## src/rtl/ibuf_route_pkg.sv

```systemverilog
// Shared definitions for the router input-port unit: port codes, flit types, FSM states.
// The IBUF_ERRCHK_EN build option adds flit-type checking in ibuf_route.
package ibuf_route_pkg;

    localparam int unsigned PORT  = 5;
    localparam int unsigned PORTW = $clog2(PORT) - 1;

    localparam logic [PORTW:0] P_LOCAL = 3'd0;
    localparam logic [PORTW:0] P_NORTH = 3'd1;
    localparam logic [PORTW:0] P_EAST  = 3'd2;
    localparam logic [PORTW:0] P_SOUTH = 3'd3;
    localparam logic [PORTW:0] P_WEST  = 3'd4;

    typedef enum logic [1:0] {
        FT_BODY   = 2'b00,
        FT_HEAD   = 2'b01,
        FT_TAIL   = 2'b10,
        FT_SINGLE = 2'b11
    } flit_type_e;

    typedef enum logic [1:0] {
        ST_IDLE  = 2'd0,
        ST_ROUTE = 2'd1,
        ST_XFER  = 2'd2
    } state_e;

endpackage

```

## src/rtl/ibuf_route_if.sv

```systemverilog
// Link, request/grant and crossbar signals of one router input port.
// The err pulse is present only when IBUF_ERRCHK_EN is defined.
interface ibuf_route_if
    import ibuf_route_pkg::*;
#(
    parameter int unsigned DATAW = 16
);
    logic [DATAW-1:0] in_data;
    logic             in_vld;
    logic             in_rdy;
    logic [PORTW:0]   port;
    logic             req;
    logic             grt;
    logic [DATAW-1:0] dout;
    logic             dvalid;
    logic             out_rdy;
`ifdef IBUF_ERRCHK_EN
    logic             err;
`endif

    modport slave (
        input  in_data, in_vld, grt, out_rdy,
        output in_rdy, port, req, dout, dvalid
`ifdef IBUF_ERRCHK_EN
        , err
`endif
    );

    modport master (
        output in_data, in_vld, grt, out_rdy,
        input  in_rdy, port, req, dout, dvalid
`ifdef IBUF_ERRCHK_EN
        , err
`endif
    );

endinterface

```

## src/rtl/ibuf_fifo.sv

```systemverilog
// Synchronous power-of-2 FIFO with full/empty flags and occupancy count.
// Unaffected by IBUF_ERRCHK_EN.
module ibuf_fifo #(
    parameter int unsigned DATAW = 16,
    parameter int unsigned DEPTH = 4,
    localparam int unsigned PTRW = $clog2(DEPTH),
    localparam int unsigned CNTW = PTRW + 1
) (
    input  logic             clk,
    input  logic             rst_,
    input  logic             push,
    input  logic [DATAW-1:0] wdata,
    input  logic             pop,
    output logic [DATAW-1:0] rdata,
    output logic             full,
    output logic             empty,
    output logic [CNTW-1:0]  count
);

    logic [DATAW-1:0] mem [DEPTH];
    logic [PTRW-1:0]  wr_q;
    logic [PTRW-1:0]  rd_q;
    logic [CNTW-1:0]  cnt_q;

    // Pointers wrap naturally because DEPTH is a power of 2.
    always_ff @(posedge clk) begin
        if (rst_) begin
            wr_q  <= '0;
            rd_q  <= '0;
            cnt_q <= '0;
        end else begin
            if (push) wr_q <= wr_q + PTRW'(1);
            if (pop)  rd_q <= rd_q + PTRW'(1);
            case ({push, pop})
                2'b10:   cnt_q <= cnt_q + CNTW'(1);
                2'b01:   cnt_q <= cnt_q - CNTW'(1);
                default: cnt_q <= cnt_q;
            endcase
        end
    end

    always_ff @(posedge clk) begin
        if (push) mem[wr_q] <= wdata;
    end

    assign rdata = mem[rd_q];
    assign full  = (cnt_q == CNTW'(DEPTH));
    assign empty = (cnt_q == '0);
    assign count = cnt_q;

    occupancy_consistent: assert property (@(posedge clk) disable iff (rst_)
        (empty == (count == '0)) && (count <= CNTW'(DEPTH)));

endmodule

```

## src/rtl/ibuf_route.sv

```systemverilog
// Router input port: flit FIFO, XY route compute on head flits, wormhole request/drain FSM.
// Define IBUF_ERRCHK_EN to drop out-of-order flit types and pulse err.
module ibuf_route
    import ibuf_route_pkg::*;
#(
    parameter int unsigned DATAW = 16,
    parameter int unsigned ADDRW = 2,
    parameter int unsigned MYX   = 0,
    parameter int unsigned MYY   = 0,
    parameter int unsigned DEPTH = 4
) (
    input logic          clk,
    input logic          rst_,
    ibuf_route_if.slave  bus
);

    localparam int unsigned CNTW = $clog2(DEPTH) + 1;

    logic [DATAW-1:0] head;
    logic             full;
    logic             empty;
    logic [CNTW-1:0]  count;
    logic             push;
    logic             pop;
    logic             drop;
    logic             dvalid_c;
    logic             is_head;
    logic             is_tail;
    flit_type_e       head_t;
    state_e           state_q, state_d;
    logic [PORTW:0]   port_q, port_d;

    assign push = bus.in_vld & ~full;
    assign pop  = (dvalid_c & bus.out_rdy) | drop;

    ibuf_fifo #(.DATAW(DATAW), .DEPTH(DEPTH)) u_fifo (
        .clk   (clk),
        .rst_  (rst_),
        .push  (push),
        .wdata (bus.in_data),
        .pop   (pop),
        .rdata (head),
        .full  (full),
        .empty (empty),
        .count (count)
    );

    // Dimension-ordered routing: resolve X first, then Y.
    function automatic logic [PORTW:0] xy_route(input logic [DATAW-1:0] f);
        logic [ADDRW-1:0] dx;
        logic [ADDRW-1:0] dy;
        dx = f[2*ADDRW-1:ADDRW];
        dy = f[ADDRW-1:0];
        if (dx > ADDRW'(MYX))      return P_EAST;
        else if (dx < ADDRW'(MYX)) return P_WEST;
        else if (dy > ADDRW'(MYY)) return P_NORTH;
        else if (dy < ADDRW'(MYY)) return P_SOUTH;
        else                       return P_LOCAL;
    endfunction

    assign head_t  = flit_type_e'(head[DATAW-1:DATAW-2]);
    assign is_head = (head_t == FT_HEAD) || (head_t == FT_SINGLE);
    assign is_tail = (head_t == FT_TAIL) || (head_t == FT_SINGLE);

    always_ff @(posedge clk) begin
        if (rst_) begin
            state_q <= ST_IDLE;
            port_q  <= P_LOCAL;
        end else begin
            state_q <= state_d;
            port_q  <= port_d;
        end
    end

    always_comb begin
        state_d  = state_q;
        port_d   = port_q;
        dvalid_c = 1'b0;
        drop     = 1'b0;
        case (state_q)
            ST_IDLE: begin
                if (!empty) begin
                    if (is_head) begin
                        port_d  = xy_route(head);
                        state_d = ST_ROUTE;
                    end
`ifdef IBUF_ERRCHK_EN
                    else begin
                        drop = 1'b1;
                    end
`endif
                end
            end
            // Wait one cycle after grant so the controller's registered select is in place.
            ST_ROUTE: begin
                if (bus.grt) state_d = ST_XFER;
            end
            ST_XFER: begin
                if (!bus.grt) begin
                    state_d = ST_ROUTE;
                end else if (!empty) begin
`ifdef IBUF_ERRCHK_EN
                    if (is_head) begin
                        drop = 1'b1;
                    end else begin
                        dvalid_c = 1'b1;
                        if (bus.out_rdy && is_tail) state_d = ST_IDLE;
                    end
`else
                    dvalid_c = 1'b1;
                    if (bus.out_rdy && is_tail) state_d = ST_IDLE;
`endif
                end
            end
            default: state_d = ST_IDLE;
        endcase
    end

`ifdef IBUF_ERRCHK_EN
    logic err_q;

    always_ff @(posedge clk) begin
        if (rst_) err_q <= 1'b0;
        else      err_q <= drop;
    end

    assign bus.err = err_q;
`endif

    assign bus.in_rdy = ~full;
    assign bus.req    = (state_q != ST_IDLE);
    assign bus.port   = port_q;
    assign bus.dout   = head;
    assign bus.dvalid = dvalid_c;

endmodule

```

## src/flat_wrapper.sv

```systemverilog
// flat-port wrapper written by rule: the top's interface ports become plain ports
module ibuf_route_flat import ibuf_route_pkg::*;
#(
    parameter int unsigned DATAW = 16,
    parameter int unsigned ADDRW = 2,
    parameter int unsigned MYX   = 0,
    parameter int unsigned MYY   = 0,
    parameter int unsigned DEPTH = 4
)
  (clk, rst_, bus_in_data, bus_in_vld, bus_grt, bus_out_rdy, bus_in_rdy, bus_port, bus_req, bus_dout, bus_dvalid);
  ibuf_route_if #(.DATAW(DATAW)) bus_i ();
  input logic clk;
  input logic rst_;
  input wire logic [$bits(bus_i.in_data)-1:0] bus_in_data;
  input wire logic [$bits(bus_i.in_vld)-1:0] bus_in_vld;
  input wire logic [$bits(bus_i.grt)-1:0] bus_grt;
  input wire logic [$bits(bus_i.out_rdy)-1:0] bus_out_rdy;
  output wire logic [$bits(bus_i.in_rdy)-1:0] bus_in_rdy;
  output wire logic [$bits(bus_i.port)-1:0] bus_port;
  output wire logic [$bits(bus_i.req)-1:0] bus_req;
  output wire logic [$bits(bus_i.dout)-1:0] bus_dout;
  output wire logic [$bits(bus_i.dvalid)-1:0] bus_dvalid;
  assign bus_i.in_data = bus_in_data;
  assign bus_i.in_vld = bus_in_vld;
  assign bus_i.grt = bus_grt;
  assign bus_i.out_rdy = bus_out_rdy;
  assign bus_in_rdy = bus_i.in_rdy;
  assign bus_port = bus_i.port;
  assign bus_req = bus_i.req;
  assign bus_dout = bus_i.dout;
  assign bus_dvalid = bus_i.dvalid;
  ibuf_route #(.DATAW(DATAW), .ADDRW(ADDRW), .MYX(MYX), .MYY(MYY), .DEPTH(DEPTH)) u_core (.clk(clk), .rst_(rst_), .bus(bus_i));
endmodule
```

## config.mk

```make
export PLATFORM = sky130hd
export DESIGN_NAME = ibuf_route_flat
export DESIGN_NICKNAME = d
export VERILOG_FILES = /design/src/rtl/ibuf_route_pkg.sv /design/src/rtl/ibuf_route_if.sv /design/src/rtl/ibuf_fifo.sv /design/src/rtl/ibuf_route.sv /design/src/flat_wrapper.sv
export SDC_FILE = /design/constraint.sdc
export NUM_CORES = 1
export LEC_CHECK = 0
export CORE_MARGIN = 2
export CORE_UTILIZATION = 56
export CTS_CLUSTER_SIZE = 40
export DETAILED_ROUTE_END_ITERATION = 12
export DONT_BUFFER_PORTS = 1
export PLACE_DENSITY = 0.71
export SKIP_CTS_REPAIR_TIMING = 1
export SKIP_LAST_GASP = 1
export SLEW_MARGIN = 15
export SYNTH_ARGS = -nofsm -noshare
export SYNTH_HDL_FRONTEND = slang
export SYNTH_SLANG_ARGS = --single-unit
export TNS_END_PERCENT = 1
```

## constraint.sdc

```tcl
create_clock -name clk -period 6.2 [get_ports clk]
set_clock_uncertainty 0.1 [all_clocks]
set_input_delay 0.31 -clock clk [delete_from_list [all_inputs] [get_ports clk]]
set_output_delay 0.31 -clock clk [all_outputs]
set_load 0.02 [all_outputs]
```

**After elaboration in Yosys (flattened, before gate mapping)**

Memories as Yosys holds them, arrays and structs flattened. A register that Yosys moved wholly into a read port is not among the register bits.
Cells that the tools add are included.

- Flip-flop bits (word level): 12
- Output and inout bits: 22
- RAM bits: 64
- Input bits: 21
- Memories: 1

- Reduce and logical (&&, ||, !) cells: 9
- Bitwise logic cells: 4
- Multiplexer cells: 19
- $lt $le $gt $ge: 4
- Add/subtract/negate cells: 4
- Eq/ne operators: 13

Memories:

| memory | words | width | rd ports | clocked after memory_dff | wr ports | line | text |
|---|---|---|---|---|---|---|---|
| u_core.u_fifo.mem | 4 | 16 | 1 | 1 | 1 | ibuf_fifo.sv:20 | `logic [DATAW-1:0] mem [DEPTH];` |

Operator list:

| operator | count |
|---|---|
| $mux W2 | 9 |
| $mux W3 | 3 |
| $eq A2 B2 Y1 const B | 4 |
| $eq A2 B1 Y1 const B | 3 |
| $pmux W2 S3 | 1 |
| $pmux W3 S2 | 1 |
| $mux W1 | 5 |
| $reduce_and A5 Y1 | 1 |
| $add A2 B1 Y2 const B | 2 |
| $gt A2 B1 Y1 const B | 2 |
| $lt A2 B1 Y1 const B | 2 |
| $ne A2 B2 Y1 const B | 2 |
| $reduce_bool A2 Y1 | 2 |
| $add A3 B1 Y3 const B | 1 |
| $eq A3 B3 Y1 const B | 1 |
| $logic_not A3 Y1 | 1 |
| $ne A3 B2 Y1 const B | 1 |
| $ne A3 B3 Y1 const B | 1 |
| $reduce_and A3 Y1 | 1 |
| $sub A3 B1 Y3 const B | 1 |
| $and A1 B1 Y1 | 2 |
| $logic_not A2 Y1 | 1 |
| $logic_or A1 B1 Y1 | 2 |
| $ne A2 B1 Y1 const B | 1 |
| other kinds (2) | 3 |

**Longest topological paths before layout**

- Word-level depth: 7
- Depth in mapped cells: 9

**By module**

A second synthesis with hierarchy kept.

- Cells, all modules: 158
- Area, all modules: 3015.4 um^2

By module, submodules not included:

| module | cells each | times used | seq. area each (um^2) | area each (um^2) |
|---|---|---|---|---|
| ibuf_fifo | 131 | 1 | 2102.0 | 2780.2 |
| ibuf_route | 27 | 1 | 80.1 | 235.2 |

**Worst setup path after synthesis**

OpenSTA, ideal clock, no wires.

- Path kind: flip-flop to flip-flop
- Start point: register u_core.u_fifo.cnt_q[0] (netlist: u_core.u_fifo.count[0])
- End point: register u_core.u_fifo.cnt_q[2] (netlist: u_core.u_fifo.count[2])
- Stages on the path, launching flop included: 10
- Setup time: 0.071 ns
- Data required time: 6.029 ns
- Path slack: 3.754 ns
- Arrival: 2.276 ns
- Period minus slack after synthesis: 2.446 ns
- Buffers on the path: 0
- Cells stage by stage: dfxtp_1 > or3b_1 > and2_1 > inv_1 > ha_1 > inv_1 > fa_1 > xor2_1 > or3_1 > a21oi_1

- Elaborated cells between the ends (all ways): 14
- Those cells by class: add/sub: 2; eq/ne: 3; mux: 4; bitwise: 3; reduce/logical: 2

RTL lines:

| what | line | text |
|---|---|---|
| start: declaration | ibuf_fifo.sv:23 | `logic [CNTW-1:0] cnt_q;` |
| start signal: assignment | ibuf_fifo.sv:35 | `2'b10: cnt_q <= cnt_q + CNTW'(1);` |
| start signal: assignment | ibuf_fifo.sv:36 | `2'b01: cnt_q <= cnt_q - CNTW'(1);` |
| start signal: assignment | ibuf_fifo.sv:37 | `default: cnt_q <= cnt_q;` |
| $eq A3 B3 Y1 * | ibuf_fifo.sv:47 | `assign full = (cnt_q == CNTW'(DEPTH));` |
| $not A1 Y1 * | -- |  |
| via bus_in_rdy | flat_wrapper.sv:18 | `output wire logic [$bits(bus_i.in_rdy)-1:0] bus_in_rdy;` |
| $and A1 B1 Y1 * | ibuf_route.sv:33 | `assign push = bus.in_vld & ~full;` |
| $eq A2 B1 Y1 / $eq A2 B2 Y1 (equally long branches) | ibuf_fifo.sv:34 | `case ({push, pop})` |
| $pmux W3 S2 / $reduce_bool A2 Y1 (equally long branches) | -- |  |

The timed path passes the listed nets; every way through them passes the cells marked *.
A chain may end at the register's enable or synchronous reset.

**Worst setup path after layout**

Ends and elaborated chain as after synthesis.

==> summary by stage <==
Critical path
The category of the most critical setup path is reg -> reg. Of all nets on the critical path, the largest fanout is 6. The longest individual stage delay on the worst path is 0.54 ns. At the worst endpoint, the arrival time is 2.78 ns. The worst path required time is 6.36 ns.

Walking the worst path, the cells encountered are or3b_1 > and2_1 > inv_1 > ha_1 > inv_1 > fa_1 > xor2_1 > or3_1 > a21oi_1. The type of element launching the critical path is a flop. The most used cell along the critical path is sky130_fd_sc_hd__inv_1. The capturing element type of the critical path is a flop.

On the critical path, the stage with the largest delay is an instance of sky130_fd_sc_hd__or3b_1.

Clocking
The cell at the root of the clock tree is sky130_fd_sc_hd__clkbuf_8. For the worst-skew pair, the clock arrives at the later sink with an insertion delay of 0.33 ns. The clock passes through at most 2 buffers. The H-tree generated during clock tree synthesis spans 3 levels. The clock-pin slew on the worst setup and hold paths is 0.07 ns.

The total clock buffers created by CTS is 9. TritonCTS built the clock tree. The clock net in this run drives a total of 77 sinks.

Synthesis
Summing the areas of all compound-gate instances in the mapped netlist gives 1.68% of the synthesized area. By area, the combinational part of the netlist is dominated by multiplexers. Measured against the total synthesized area, the mux share comes to 12.5%. The synthesized area is 2970 sq um. Counting every net in the synthesized netlist gives 186. The instance count of the mapped netlist is 159. The count of state elements after synthesis is 77. The area fraction in and, or, nand and nor cells after synthesis is 5.43%.

Sorting the synthesized cells by area gives the leading types as sky130_fd_sc_hd__edfxtp_1, sky130_fd_sc_hd__mux4_2, sky130_fd_sc_hd__dfxtp_1. The top-area cell type share of the netlist area is 64.7%. The total number of yosys warnings is 0.

The mean instance size in the synthesized netlist is 18.7 sq um. Summed over all instances, the cell type with the most area after synthesis is sky130_fd_sc_hd__edfxtp_1. The share of synthesized cell area in full adder, half adder and majority cells is 2.78%.

The post-synthesis share of cell area spent on xor and xnor gates is 1.77%. Of the synthesized area, sequential elements account for 73.5%. The count of cell types in the netlist is 32.

Power and ir drop
The worst voltage drop across the vdd grid is 212 uV. The power per unit of standard cell area is 291 nW/um^2. The analysis attributes to cell leakage a power of 1.11 nW.

Timing
The worst-case headroom to the max-slew limit is 42.0%. Of the available clock period, the critical path in the final layout requires 42.2%. The final number of max-transition violations is 0. Setup violations remaining at the end of the flow were counted as 0. At the pin with the least slew margin, the transition time is 0.870 ns.

Hold is met by 0.0390 ns. The post-route minimum period is 2.62 ns. The number of hold violations in the final report is 0. The post-route setup TNS is 0 ns. The peak clock frequency supported by timing is 0.382 GHz. Setup repair after global routing left no endpoint under its margin.

Layout
The post-route standard cell area excluding fillers is 3350 sq um. Cells with a size suffix above 1 make up 13.4% of the layout. Counting the fill cells in the layout gives 358.

The net count of the finished layout is 208. The count of inserted antenna diode cells is 0. Compared with the post-synthesis result, the final layout area differs by 12.6%.

The share of the core filled with cells in the final layout is 65.5%.

Placement
The wire-length estimate of the detail-placed layout is 3100 microns. The routability congestion estimate is 0.673. The number of buffer cells added on primary ports is 0. In this run the cell area measured after placement is 3020 sq um.

Detailed routing
The number of vias in the routed layout is 1439. The wire length per cell is 18.8 microns. The iteration-0 DRC count of the detailed router is 106. The count of nets left with antenna violations once routing finished came out at 0. The number of detailed-routing iterations run before antenna repair is 4. The per-cell via count in the routed design is 5.62. After detailed routing, the number of remaining DRC violations is 0. The final wirelength is 4800 microns.

Global route
The total overflow left after global routing is 0. The number of antenna violations at the first check in global routing is 0. The overall global routing resource usage is 17.7%. The first global-routing pass estimated 7530 microns of wire. The via count of the first global-routing pass is 1477.

The largest net degree at the start of global routing is 17.

Floorplan
The initial utilization of the core area, before any placement, comes to 58.2%. Measured along the y axis, the die boundary spans 76.8 microns. During I/O placement, the number of pins put on the boundary was 43. The die is 76.8 microns wide. The floorplan has 26 rows. The die covers 5900 sq um. The core area is 5110 sq um.

Min path
The tightest min-delay check is of the in -> reg type.

Status
The run finished with clean final reports.

Flow run
The number of max-capacitance violations reported is 0.
worst paths after layout:
kind                            cells after the start  slack [ns]                      to                    from
worst min-delay path                                1        0.04       u_core.state_q[1]                 bus_grt
worst max-delay path                                9        3.58  u_core.u_fifo.count[2]  u_core.u_fifo.count[0]
worst max register to register                      9        3.58  u_core.u_fifo.count[2]  u_core.u_fifo.count[0]
worst min register to register                      2        0.41  u_core.u_fifo.count[2]  u_core.u_fifo.count[2]
power by group:
part	total, mW	internal [mW]	switching [mW]
clock	0.305	0.145	0.160
sequential	0.597	0.587	0.0102
combinational	0.0735	0.0260	0.0474
routing by layer:
| metal | routed length (microns) | part of all wire (%) | track usage (%) |
|---|---|---|---|
| met3 | 307 | 6.4 | 7.76 |
| met5 | 0 | 0 | 0 |
| met2 | 2540 | 53 | 30.4 |
| met1 | 1870 | 39 | 19.1 |
| met4 | 80 | 1.7 | 7.64 |
placed cells by master, fill, tap and decap left out, drive strengths merged, types with 4 or more instances in the layout:
| cell | instances |
|---|---|
| a21oi | 6 |
| and3 | 5 |
| clkbuf | 14 |
| dfxtp | 13 |
| dlygate4sd3 | 17 |
| edfxtp | 64 |
| ha | 5 |
| inv | 8 |
| mux4 | 16 |
| nor2 | 9 |
| xor2 | 4 |
registers in the layout, indices dropped and copies added (netlist names), named ones only:
register / count
u_core.u_fifo.count: 3
u_core.u_fifo.mem: 64
u_core.u_fifo.rd_q: 2
u_core.u_fifo.wr_q: 2
u_core.bus.port: 2
u_core.state_q: 2
cells in the mapped netlist, drive strengths merged:
master,instances
nand3,1
edfxtp,64
and2,2
or3b,1
and3b,1
nor2,9
a21oi,6
a31oi,1
or4,1
clkbuf,3
nand2b,1
and3,5
nor3,2
a311oi,1
nand4,1
o21ai,1
inv,8
mux4,16
buf,3
nand2,3
xnor2,2
nor3b,1
dfxtp,13
xor2,4
conb,1
ha,5
fa,1
or3,2
kinds of logic (layout without fill, tap and decap cells):
| group | after synthesis | after routing |
|---|---|---|
| fa+ha+maj | 6 | 6 |
| compound gates | 9 | 9 |
| buf+inv | 14 | 41 |
| mux | 16 | 16 |
| other cells | 1 | 1 |
| simple gates | 30 | 30 |
| flops | 77 | 77 |
| xor+xnor | 6 | 6 |
layout make-up:
type / instances / area, sq um / share of cell area [%]
flip-flops and latches: 77 / 2180 / 65.3
well taps: 70 / 87.6 / 2.62
clock inverters: 2 / 10.0 / 0.299
clock buffers: 14 / 143 / 4.26
repair buffers: 17 / 170 / 5.09
multi-input cells: 68 / 722 / 21.6
inverters: 8 / 30.0 / 0.898
stage by stage:
stage	setup slack [ns]	std cells	power, mW
3_5_place_dp	3.52	223	0.670
6_report	3.58	256	0.975
3_3_place_gp	3.59	223	0.664
5_1_grt	3.43	256	1.01
2_1_floorplan	3.75	159	0.655
4_1_cts	3.50	239	0.969
worst max-delay path, delay by kind of cell, from the launching register on:
family | cells | cell delay [ns]
AND/OR/NAND/NOR | 3 | 1.11
XOR/XNOR | 1 | 0.16
adder cells (fa/ha/maj) | 2 | 0.56
AO/OA/AOI/OAI | 1 | 0.14
flip-flops | 1 | 0.34
buffers and inverters | 2 | 0.14
No activity file was read; power rests on OpenSTA's default activity.
